==> src/rtl/mac_pkg.sv <==
// Shared widths, accumulator limits and overflow classification for the mac block.
package mac_pkg;

    localparam int unsigned ACC_W_DEFAULT = 16;
    localparam int unsigned WGT_W_DEFAULT = 8;

    localparam logic signed [ACC_W_DEFAULT-1:0] ACC_MAX = {1'b0, {(ACC_W_DEFAULT-1){1'b1}}};
    localparam logic signed [ACC_W_DEFAULT-1:0] ACC_MIN = {1'b1, {(ACC_W_DEFAULT-1){1'b0}}};

    typedef enum logic [1:0] {
        OVF_NONE,
        OVF_POS,
        OVF_NEG
    } ovf_kind_e;

endpackage

==> src/rtl/mac_sat_add.sv <==
// Combinational weight add: sign extension, ACC_W+1-bit sum, overflow detection,
// and saturate (MAC_SAT_EN defined) or wrap (default) result selection.
module mac_sat_add
    import mac_pkg::*;
#(
    parameter int unsigned ACC_W = ACC_W_DEFAULT,
    parameter int unsigned WGT_W = WGT_W_DEFAULT
) (
    input  logic                    en,
    input  logic signed [ACC_W-1:0] acc,
    input  logic signed [WGT_W-1:0] weight,
    output logic signed [ACC_W-1:0] sum,
    output logic                    ovf
);

    logic signed [ACC_W-1:0] wgt_ext;
    logic signed [ACC_W:0]   sum_full;
    ovf_kind_e               kind;

    // With en low the addend is zero, so no overflow can be reported.
    always_comb begin
        wgt_ext  = en ? ACC_W'(weight) : '0;
        sum_full = (ACC_W+1)'(acc) + (ACC_W+1)'(wgt_ext);
        kind     = OVF_NONE;
        if (sum_full[ACC_W] != sum_full[ACC_W-1]) begin
            kind = sum_full[ACC_W] ? OVF_NEG : OVF_POS;
        end
    end

    assign ovf = (kind != OVF_NONE);

`ifdef MAC_SAT_EN
    localparam logic signed [ACC_W-1:0] SAT_MAX = {1'b0, {(ACC_W-1){1'b1}}};
    localparam logic signed [ACC_W-1:0] SAT_MIN = {1'b1, {(ACC_W-1){1'b0}}};

    always_comb begin
        case (kind)
            OVF_POS: sum = SAT_MAX;
            OVF_NEG: sum = SAT_MIN;
            default: sum = sum_full[ACC_W-1:0];
        endcase
    end
`else
    assign sum = sum_full[ACC_W-1:0];
`endif

endmodule

==> src/rtl/mac.sv <==
// Spike-driven multiply-accumulate stage with one-cycle registered output.
// Optional saturation is enabled by defining MAC_SAT_EN.
module mac
    import mac_pkg::*;
#(
    parameter int unsigned ACC_W = ACC_W_DEFAULT,
    parameter int unsigned WGT_W = WGT_W_DEFAULT
) (
    input  logic                    clk,
    input  logic                    rst,
    input  logic                    spike_in,
    input  logic signed [WGT_W-1:0] weight,
    input  logic signed [ACC_W-1:0] acc_in,
    output logic signed [ACC_W-1:0] acc_out,
    output logic                    ovf
);

    if (WGT_W > ACC_W) begin : g_width_check
        $error("mac: WGT_W must not exceed ACC_W");
    end

    logic signed [ACC_W-1:0] sum;
    logic                    sum_ovf;

    mac_sat_add #(
        .ACC_W (ACC_W),
        .WGT_W (WGT_W)
    ) u_sat_add (
        .en     (spike_in),
        .acc    (acc_in),
        .weight (weight),
        .sum    (sum),
        .ovf    (sum_ovf)
    );

    always_ff @(posedge clk or negedge rst) begin
        if (!rst) begin
            acc_out <= '0;
            ovf     <= 1'b0;
        end else begin
            acc_out <= sum;
            ovf     <= sum_ovf;
        end
    end

endmodule

==> config.mk <==
export PLATFORM = sky130hd
export DESIGN_NAME = mac
export DESIGN_NICKNAME = d
export VERILOG_FILES = /design/src/rtl/mac_pkg.sv /design/src/rtl/mac_sat_add.sv /design/src/rtl/mac.sv
export SDC_FILE = /design/constraint.sdc
export NUM_CORES = 1
export LEC_CHECK = 0
export ABC_CLOCK_PERIOD_IN_PS = 800
export CORE_MARGIN = 2
export CORE_UTILIZATION = 35
export CTS_BUF_LIST = sky130_fd_sc_hd__clkbuf_8
export CTS_CLUSTER_SIZE = 8
export DETAILED_ROUTE_END_ITERATION = 10
export GPL_TIMING_DRIVEN = 0
export HOLD_SLACK_MARGIN = 0.02
export PLACE_DENSITY = 0.71
export SYNTH_ARGS = -nofsm -noshare
export SYNTH_HDL_FRONTEND = slang
export SYNTH_HIERARCHICAL = 1
export SYNTH_SLANG_ARGS = --single-unit
==> constraint.sdc <==
create_clock -name clk -period 0.8 [get_ports clk]
set_input_delay 0.12 -clock clk [delete_from_list [all_inputs] [get_ports clk]]
set_output_delay 0.12 -clock clk [all_outputs]
set_load 0.005 [all_outputs]
Word level (Yosys, flattened, before mapping)
Cells that the tools add are included.
{ "classes": {"add_sub_neg": 1, "multipliers": 0, "n_div": 0, "magnitude_cmp": 0, "eq_ne": 1, "shift": 0, "muxes": 3, "n_bitwise": 0, "reduce_logical": 1} }
{ "ops": {"columns": ["operator", "n"], "rows": [
  ["adder 16 x 16 -> 17 bit", 1],
  ["two-way mux 16 bit", 1],
  ["two-way mux 2 bit", 2],
  ["nonzero test 2 bit", 1],
  ["!= test 1 bit", 1]
]} }
{ "totals": {"ff_bits": 17, "latchBits": 0, "ramBits": 0, "romBits": 0, "input_bits": 27, "word_cells": 8, "mem_count": 0} }

Logic depth before layout (Yosys ltp)
Gate-level depths: netlist (run 1).
{ "logic_depth": {"depth_word": 5, "depth_mapped": 9, "mapped_depth_nobuf": 8} }

By module
Netlist (run 1), hierarchy kept.
{ "by_module_without_submodules": {"columns": ["module", "instances", "cells_each", "area_each_um2", "seq_area_each_um2"], "rows": [
  ["mac_sat_add", 1, 102, 772.0, 0.0],
  ["mac", 1, 17, 425.4, 425.4]
]} }

Least setup slack after synthesis (run 1)
Ideal clock, no wire load.
{ "synth_timing": {"path_kind": "input to register", "start": "in spike_in", "end": "reg ovf", "arrival_ps": 2066, "required_ps": 721, "setup_slack_ps": -1345, "stages": 9, "path_buffers": 1, "cell_sequence": "buf_2 and2_1 ha_1 fa_1 a31o_2 a221oi_4 a211oi_1 nor3_1 xor2_1"} }
{ "synth_between": {"elab_chain_len": 5, "word_cells_on_any_way": 6, "classes_between": "1 x add/sub; 1 x eq/ne; 3 x mux; 1 x reduce/logical"} }
{ "synth_lines": {"columns": ["item", "line", "source"], "rows": [
  ["from (decl)", "mac.sv:11", "input logic spike_in,"],
  ["two-way mux 16 bit *", "mac_sat_add.sv:22", "wgt_ext = en ? ACC_W'(weight) : '0;"],
  ["adder 16 x 16 -> 17 bit *", "mac_sat_add.sv:23", "sum_full = (ACC_W+1)'(acc) + (ACC_W+1)'(wgt_ext);"],
  ["two-way mux 2 bit / != test 1 bit (equally long branches)", "mac_sat_add.sv:26, mac_sat_add.sv:25", null],
  ["two-way mux 2 bit *", "mac_sat_add.sv:25", "if (sum_full[ACC_W] != sum_full[ACC_W-1]) begin"],
  ["nonzero test 2 bit *", "mac_sat_add.sv:30", "assign ovf = (kind != OVF_NONE);"],
  ["net sum_ovf", "mac.sv:23", "logic sum_ovf;"],
  ["to (signal assigned)", "mac.sv:42", "ovf <= sum_ovf;"],
  ["to (decl)", "mac.sv:15", "output logic ovf"]
]} }
Mark *: on every way through the listed nets, which the timed path passes. The rest lies on a longest branch.

Worst setup path after layout (run 1)
{ "layout_timing": {"start": "in spike_in", "end": "reg ovf"} }
{ "layout_between": {"elab_chain_len": 5, "word_cells_on_any_way": 6, "classes_between": "1 x add/sub; 1 x eq/ne; 3 x mux; 1 x reduce/logical"} }
{ "layout_lines": {"columns": ["item", "line", "source"], "rows": [
  ["two-way mux 16 bit", "mac_sat_add.sv:22", null],
  ["adder 16 x 16 -> 17 bit", "mac_sat_add.sv:23", null],
  ["net sum[15]", "mac.sv:22", "logic signed [ACC_W-1:0] sum;"],
  ["!= test 1 bit", "mac_sat_add.sv:25", null],
  ["two-way mux 2 bit", "mac_sat_add.sv:25", null],
  ["nonzero test 2 bit", "mac_sat_add.sv:30", null],
  ["net sum_ovf", "mac.sv:23", null]
]} }
The timed path passes the listed nets, and every way through them passes these cells.

==> results.sh, run 1 <==
export IMPL_status="finished, violations left"
export IMPL_violations="hold timing, setup timing"
export IMPL_drive_gt1_share_pct=49.5
export IMPL_core_sq_um=3310
export IMPL_areaGrowthSynthToFinish_pct=74.9
export IMPL_wl_per_cell_microns=15.1
export IMPL_power_leakage_nw=0.948
export IMPL_start_util_pct=36.2
export IMPL_grt_busiest_layer="met2"
export IMPL_grt_pass1_vias=1113
export IMPL_core_rowCount=21
export IMPL_grt_overflow_total=0
export IMPL_hold_slack_ns=-0.0894
export IMPL_crit_path_start="spike_in"
export IMPL_cts_buffer_depth=2
export IMPL_dp_hpwl_microns=2130
export IMPL_drc=0
export IMPL_combinationalPowerShare_pct=38.8
export IMPL_cp_start_kind="input port"
export IMPL_grt_pass1_wl_microns=5050
export IMPL_crit_cells=12
export IMPL_synth_seq_cells=17
export IMPL_slew_violations=0
export IMPL_cts_hold_buf=0
export IMPL_p_sw_share_pct=29.3
export IMPL_syn_cell_area_sq_um=1200
export IMPL_met1_usage_pct=20.3
export IMPL_placed_area_sq_um=1740
export IMPL_grt_max_degree=18
export IMPL_n_antenna_cell=0
export IMPL_cts_clk_slew_worst_paths_ns=0.06
export IMPL_synth_edf_count=0
export IMPL_via_count=1199
export IMPL_worst_path_buf_inv=4
export IMPL_pwr_share_seq_pct=37.6
export IMPL_min_path_type="in -> async"
export IMPL_cpMaxStageDelayCell="a211oi_4"
export IMPL_gr_usage_met3_pct=2.88
export IMPL_period_share_pct=249
export IMPL_place_inst=206
export IMPL_cp_top_family="compound AO/OA/AOI/OAI gates"
export IMPL_slew_headroom_pct=51.7
export IMPL_setup_viol=33
export IMPL_power_share_clock_pct=23.6
export IMPL_post_place_ws_ns=-1.92
export IMPL_drt_pass1_iterations=4
export IMPL_utilization_pct=63.3
export IMPL_die_h_microns=62.5
export IMPL_avgSynthCellArea_sq_um=10.1
export IMPL_met2_usage_pct=26.9
export IMPL_worst_pin_slew_ns=0.723
export IMPL_rsz0062_at_grt="yes"
export IMPL_htree_num_levels=1
export IMPL_power_switching_mw=0.767
export IMPL_cp_end_kind="register"
export IMPL_clkSinkCount=17
export IMPL_finalNonFillerCells=234
export IMPL_cts_tree="built"
export IMPL_finalCriticalPeriod_ns=1.99
export IMPL_root_buffer="clkbuf_8"
export IMPL_internal_power_mw=1.85
export IMPL_required_ns=0.97
export IMPL_maxCapViolations=0
export IMPL_gp_congestion=0.814
export IMPL_fillers=254
export IMPL_cellPowerDensity_nw_per_um2=1250
export IMPL_finalSetupTns_ns=-15.25
export IMPL_dieArea_sq_um=3910
export IMPL_drtIter0Drc=57
export IMPL_cp_slowest_stage_delay_ns=0.29
export IMPL_worstPathArrival_ns=2.16
export IMPL_viasPerCell=5.12
export IMPL_finalHoldViolCount=17
export IMPL_worst_slack_ns=-1.19
export IMPL_wirelength_microns=3540
export IMPL_crit_fanout=5
export IMPL_synth_ff_type="dfrtp_1"
export IMPL_ys_warn_count=6
export IMPL_cp_endpoint="ovf"
export IMPL_yosysSeqAreaShare_pct=35.5
export IMPL_io_pins=44
export IMPL_die_w_microns=62.5
export IMPL_antenna_found_initial=0
export IMPL_antenna_left=0
export IMPL_syn_nets=154
export IMPL_track_usage_pct=16.0
export IMPL_numPortBuffers=41
export IMPL_synth_cell_types=38
export IMPL_timing_fmax_ghz=0.503
export IMPL_crit_chain="buf_8 > buf_8 > buf_6 > and2_4 > ha_4 > a21o_1 > nand4_1 > buf_4 > nand3_2 > a21o_1 > a211oi_4 > xor2_1"
export IMPL_synthCells=119
export IMPL_synthArstFlopShare_pct=100
export IMPL_nets=224
export IMPL_fin_area_sq_um=2090
export IMPL_vdd_drop_max_mv=0.559
export IMPL_cts_buffers=3
export IMPL_worst_setup_path_type="in -> reg"
==> power by group through the flow <==
stage / combinational [mW] / clock [mW] / sequential (mW)
6_report: 1.01 / 0.617 / 0.983
3_3_place_gp: 0.807 / 0 / 1.00
2_1_floorplan: 0.371 / 0 / 1.02
3_5_place_dp: 0.826 / 0 / 1.00
5_1_grt: 1.08 / 0.682 / 0.993
4_1_cts: 0.880 / 0.628 / 0.983
==> registers in the layout, indices dropped and copies added, names as in the netlist <==
| register | count |
|---|---|
| ovf | 1 |
| acc_out | 16 |
==> through the flow <==
step | hold slack [ns] | power, mW
2_1_floorplan | -0.176 | 1.39
3_3_place_gp | 0.325 | 1.81
3_5_place_dp | 0.334 | 1.83
4_1_cts | 0.0805 | 2.49
5_1_grt | -0.0228 | 2.76
6_report | -0.0894 | 2.61
==> how the worst min path moves through the flow <==
stage / start / endpoint
finish: rst / acc_out[2]
global route: rst / acc_out[2]
CTS: acc_in[8] / acc_out[8]
detailed placement: acc_in[8] / acc_out[8]
global placement: acc_in[8] / acc_out[8]
floorplan: rst / acc_out[0]
==> placed cells by master, fill, tap and decap left out, types with 5 or more instances in the layout <==
| cell | count |
|---|---|
| xnor2_1 | 5 |
| buf_2 | 17 |
| dfrtp_1 | 17 |
| nor3_1 | 5 |
| dlygate4sd2_1 | 8 |
| clkdlybuf4s50_1 | 11 |
| buf_4 | 17 |
| xor2_1 | 7 |
| buf_6 | 8 |
| ha_4 | 7 |
| and3_1 | 5 |
| a21o_1 | 5 |
| nand2_1 | 6 |
| and2_4 | 8 |
==> cell families (layout without fill, tap and decap cells) <==
| kind of cell | count (synthesis) | after routing | synth area share (%) |
|---|---|---|---|
| simple gates | 49 | 49 | 23.5 |
| compound gates | 25 | 25 | 17.5 |
| flops | 17 | 17 | 35.5 |
| xor+xnor | 14 | 14 | 10.2 |
| fa+ha+maj | 8 | 8 | 8.99 |
| mux | 3 | 3 | 2.51 |
| buf+inv | 3 | 72 | 1.78 |
==> cell usage after synthesis, drive strengths merged, types with 2 or more instances <==
cell type | number | area share, %
nor4 | 2 | 2.3
a21oi | 7 | 2.9
a211oi | 2 | 2.3
nor2 | 7 | 2.2
nand2 | 9 | 3.0
dfrtp | 17 | 36
mux2i | 3 | 2.5
nand3 | 4 | 1.7
buf | 2 | 1.4
a21o | 5 | 3.1
xor2 | 9 | 6.6
ha | 7 | 7.3
a31oi | 2 | 1.0
and3 | 5 | 2.6
xnor2 | 5 | 3.7
nor3 | 6 | 2.5
and2 | 10 | 5.2
==> timing repair <==
| action | in CTS | in global routing |
|---|---|---|
| pin swaps | 28 | 29 |
| hold endpoints to repair | 0 | 17 |
| setup endpoints to repair | 34 | 50 |
| buffers inserted | 15 | 11 |
| gates resized for setup | 108 | 18 |
==> routing by layer <==
layer / part of all wire [%] / vias up
li1: - / 568
met1: 39 / 555
met2: 51 / 61
met3: 6.2 / 15
met4: 3.2 / 0
met5: 0 / -
==> layout make-up <==
cell class,instances,area [sq um],share of cell area (%)
plain buffers,3,31.3,1.49
clock buffers,3,41.3,1.97
clock inverters,1,5.00,0.239
multi-input cells,99,1000,47.7
flip-flops and latches,17,425,20.3
well taps,46,57.6,2.75
repair buffers,65,534,25.5
Power figures use the tool's default switching activity.
==> run 2: changes to the inputs <==
--- a/config.mk
+++ b/config.mk
@@ -5,6 +5,7 @@
 export SDC_FILE = /design/constraint.sdc
 export NUM_CORES = 1
 export LEC_CHECK = 0
+export ABC_AREA = 1
 export ABC_CLOCK_PERIOD_IN_PS = 800
 export CORE_MARGIN = 2
 export CORE_UTILIZATION = 35
@@ -13,7 +14,7 @@
 export DETAILED_ROUTE_END_ITERATION = 10
 export GPL_TIMING_DRIVEN = 0
 export HOLD_SLACK_MARGIN = 0.02
-export PLACE_DENSITY = 0.71
+export PLACE_DENSITY = 0.68
 export SYNTH_ARGS = -nofsm -noshare
 export SYNTH_HDL_FRONTEND = slang
 export SYNTH_HIERARCHICAL = 1
==> run 2 against run 1 <==
The flow still finishes with violations (hold timing, setup timing). Sequential share of layout area shrank 2.2 points. Worst hold slack lost 0.0027 ns. Via count grew 26%. Utilization shrank 4.6 points. Largest power group unchanged.
==> results.sh, run 2 <==
export IMPL_status="finished, violations left"
export IMPL_violations="hold timing, setup timing"
export IMPL_synthCells=212
export IMPL_mostFrequentLayoutCells="nand2_1, nand2_2, inv_1"
export IMPL_cpMaxStageDelayCell="fa_2"
export IMPL_timing_fmax_ghz=0.612
export IMPL_gp_congestion=0.845
export IMPL_gr_usage_met3_pct=1.14
export IMPL_start_util_pct=36.6
export IMPL_grt_pass1_wl_microns=5730
export IMPL_synth_seq_cells=17
export IMPL_reg_largest_list="acc_out x16, ovf x1"
export IMPL_yosys_area_top_type="dfrtp_1"
export IMPL_worst_pin_slew_ns=0.706
export IMPL_min_path_type="in -> async"
export IMPL_cp_slowest_stage_delay_ns=0.41
export IMPL_via_count=1509
export IMPL_yosysSeqAreaShare_pct=29.1
export IMPL_power_share_clock_pct=20.3
export IMPL_synthArstFlopShare_pct=100
export IMPL_numPortBuffers=42
export IMPL_drtIter0Drc=61
export IMPL_core_sq_um=4000
export IMPL_worst_path_buf_inv=6
export IMPL_worstPathArrival_ns=1.76
export IMPL_setup_viol=33
export IMPL_combinationalPowerShare_pct=45.1
export IMPL_dp_hpwl_microns=2570
export IMPL_p_sw_share_pct=32.9
export IMPL_layout_commonest_cell="nand2_1"
export IMPL_cts_clk_slew_worst_paths_ns=0.06
export IMPL_drt_pass1_iterations=4
export IMPL_synth_top_area_share_pct=29.1
export IMPL_vdd_drop_max_mv=0.670
export IMPL_internal_power_mw=2.00
export IMPL_wirelength_microns=3750
export IMPL_place_inst=304
export IMPL_avgSynthCellArea_sq_um=6.91
export IMPL_grt_overflow_total=0
export IMPL_clkSinkCount=17
export IMPL_drive_gt1_share_pct=47.5
export IMPL_post_place_ws_ns=-1.32
export IMPL_required_ns=0.93
export IMPL_finalHoldViolCount=17
export IMPL_cts_tree="built"
export IMPL_n_antenna_cell=0
export IMPL_power_switching_mw=0.983
export IMPL_rsz0062_at_grt="yes"
export IMPL_nets=316
export IMPL_viasPerCell=4.57
export IMPL_htree_num_levels=1
export IMPL_root_buffer="clkbuf_8"
export IMPL_antenna_left=0
export IMPL_met2_usage_pct=26.4
export IMPL_crit_chain="buf_12 > buf_8 > nand2_4 > inv_2 > ha_4 > fa_2 > a21oi_4 > inv_1 > nand2_1 > nand2_2 > buf_4 > buf_6 > xor2_1"
export IMPL_areaGrowthSynthToFinish_pct=60.2
export IMPL_grt_max_degree=18
export IMPL_hold_slack_ns=-0.0921
export IMPL_io_pins=44
export IMPL_cp_top_family="buffers and inverters"
export IMPL_fillers=382
export IMPL_ys_top_cells_by_count="nand2_1, inv_1, nand3_1"
export IMPL_cp_start_kind="input port"
export IMPL_finalNonFillerCells=330
export IMPL_worst_setup_path_type="in -> reg"
export IMPL_wl_per_cell_microns=11.4
export IMPL_die_w_microns=68.7
export IMPL_cts_hold_buf=0
export IMPL_worst_slack_ns=-0.834
export IMPL_crit_fanout=5
export IMPL_cellPowerDensity_nw_per_um2=1270
export IMPL_slew_headroom_pct=52.9
export IMPL_grt_busiest_layer="met2"
export IMPL_synth_ff_type="dfrtp_1"
export IMPL_largest_reg_flops=16
export IMPL_met1_usage_pct=21.9
export IMPL_crit_path_start="spike_in"
export IMPL_period_share_pct=204
export IMPL_synth_cell_types=24
export IMPL_track_usage_pct=15.8
export IMPL_antenna_found_initial=0
export IMPL_synth_most_common_cell="nand2_1"
export IMPL_top_register="acc_out"
export IMPL_finalCriticalPeriod_ns=1.63
export IMPL_die_h_microns=68.7
export IMPL_slew_violations=0
export IMPL_synth_edf_count=0
export IMPL_maxCapViolations=0
export IMPL_syn_cell_area_sq_um=1460
export IMPL_cts_buffer_depth=2
export IMPL_cp_end_kind="register"
export IMPL_drc=0
export IMPL_dieArea_sq_um=4720
export IMPL_power_mw=2.98
export IMPL_syn_nets=247
export IMPL_power_leakage_nw=1.30
export IMPL_yosys_top_cells_area="dfrtp_1, nand2_1, inv_1"
export IMPL_core_rowCount=23
export IMPL_cts_buffers=3
export IMPL_grt_pass1_vias=1364
export IMPL_ys_warn_count=6
export IMPL_pwr_share_seq_pct=34.6
==> run 2: power groups by stage <==
| stage | clock network, mW | logic, mW | registers [mW] |
|---|---|---|---|
| 2_1_floorplan | 0 | 0.632 | 1.08 |
| 3_3_place_gp | 0 | 1.21 | 1.06 |
| 3_5_place_dp | 0 | 1.22 | 1.06 |
| 4_1_cts | 0.622 | 1.20 | 1.04 |
| 5_1_grt | 0.657 | 1.49 | 1.05 |
| 6_report | 0.605 | 1.35 | 1.03 |
==> run 2: cell families (layout without fill, tap and decap cells) <==
logic type / after synthesis / after routing / synth area share [%]
flops: 17 / 17 / 29.1
compound gates: 13 / 13 / 5.13
fa+ha+maj: 8 / 8 / 7.35
xor+xnor: 12 / 12 / 7.18
simple gates: 122 / 122 / 39.2
buf+inv: 40 / 108 / 12.1
==> run 2: final timing paths <==
check	to	slack, ns	cells after the start
min	acc_out[0]	-0.09	1
min in group clk	acc_out[0]	0.22	4
max in group asynchronous	ovf	0.44	1
max	acc_out[8]	-0.83	13
==> run 2: area by class of cell <==
class                   count  area (sq um)  area share (%)
well taps                  50          62.6            2.67
multi-input cells         155          1110            47.4
clock inverters             1          5.00           0.213
clock buffers               3          41.3            1.76
flip-flops and latches     17           425            18.1
plain buffers               4          57.6            2.45
repair buffers             64           507            21.6
inverters                  36           135            5.76
==> run 2: through the flow <==
step                utilization (%)  setup TNS, ns  hold slack, ns  instance area, sq um
detailed placement             52.2         -22.37           0.562                  2090
global route                   58.6         -11.99         -0.0279                  2340
floorplan                         -         -11.24          -0.176                  1600
global placement               52.2         -22.04           0.557                  2090
finish                         58.6         -10.69         -0.0921                  2340
CTS                            55.1          -9.88           0.281                  2200
==> run 2: per-layer routing <==
layer / vias to the layer above / part of all wire [%]
met5: - / 0
met4: 0 / 0.69
met3: 2 / 5.4
met2: 51 / 48
met1: 674 / 46
li1: 782 / -
==> run 2: what timing repair did <==
action	in CTS	in global routing
hold endpoints to repair	0	17
pin swaps	32	27
resized for setup	102	31
setup endpoints to repair	33	50
setup buffers	14	8
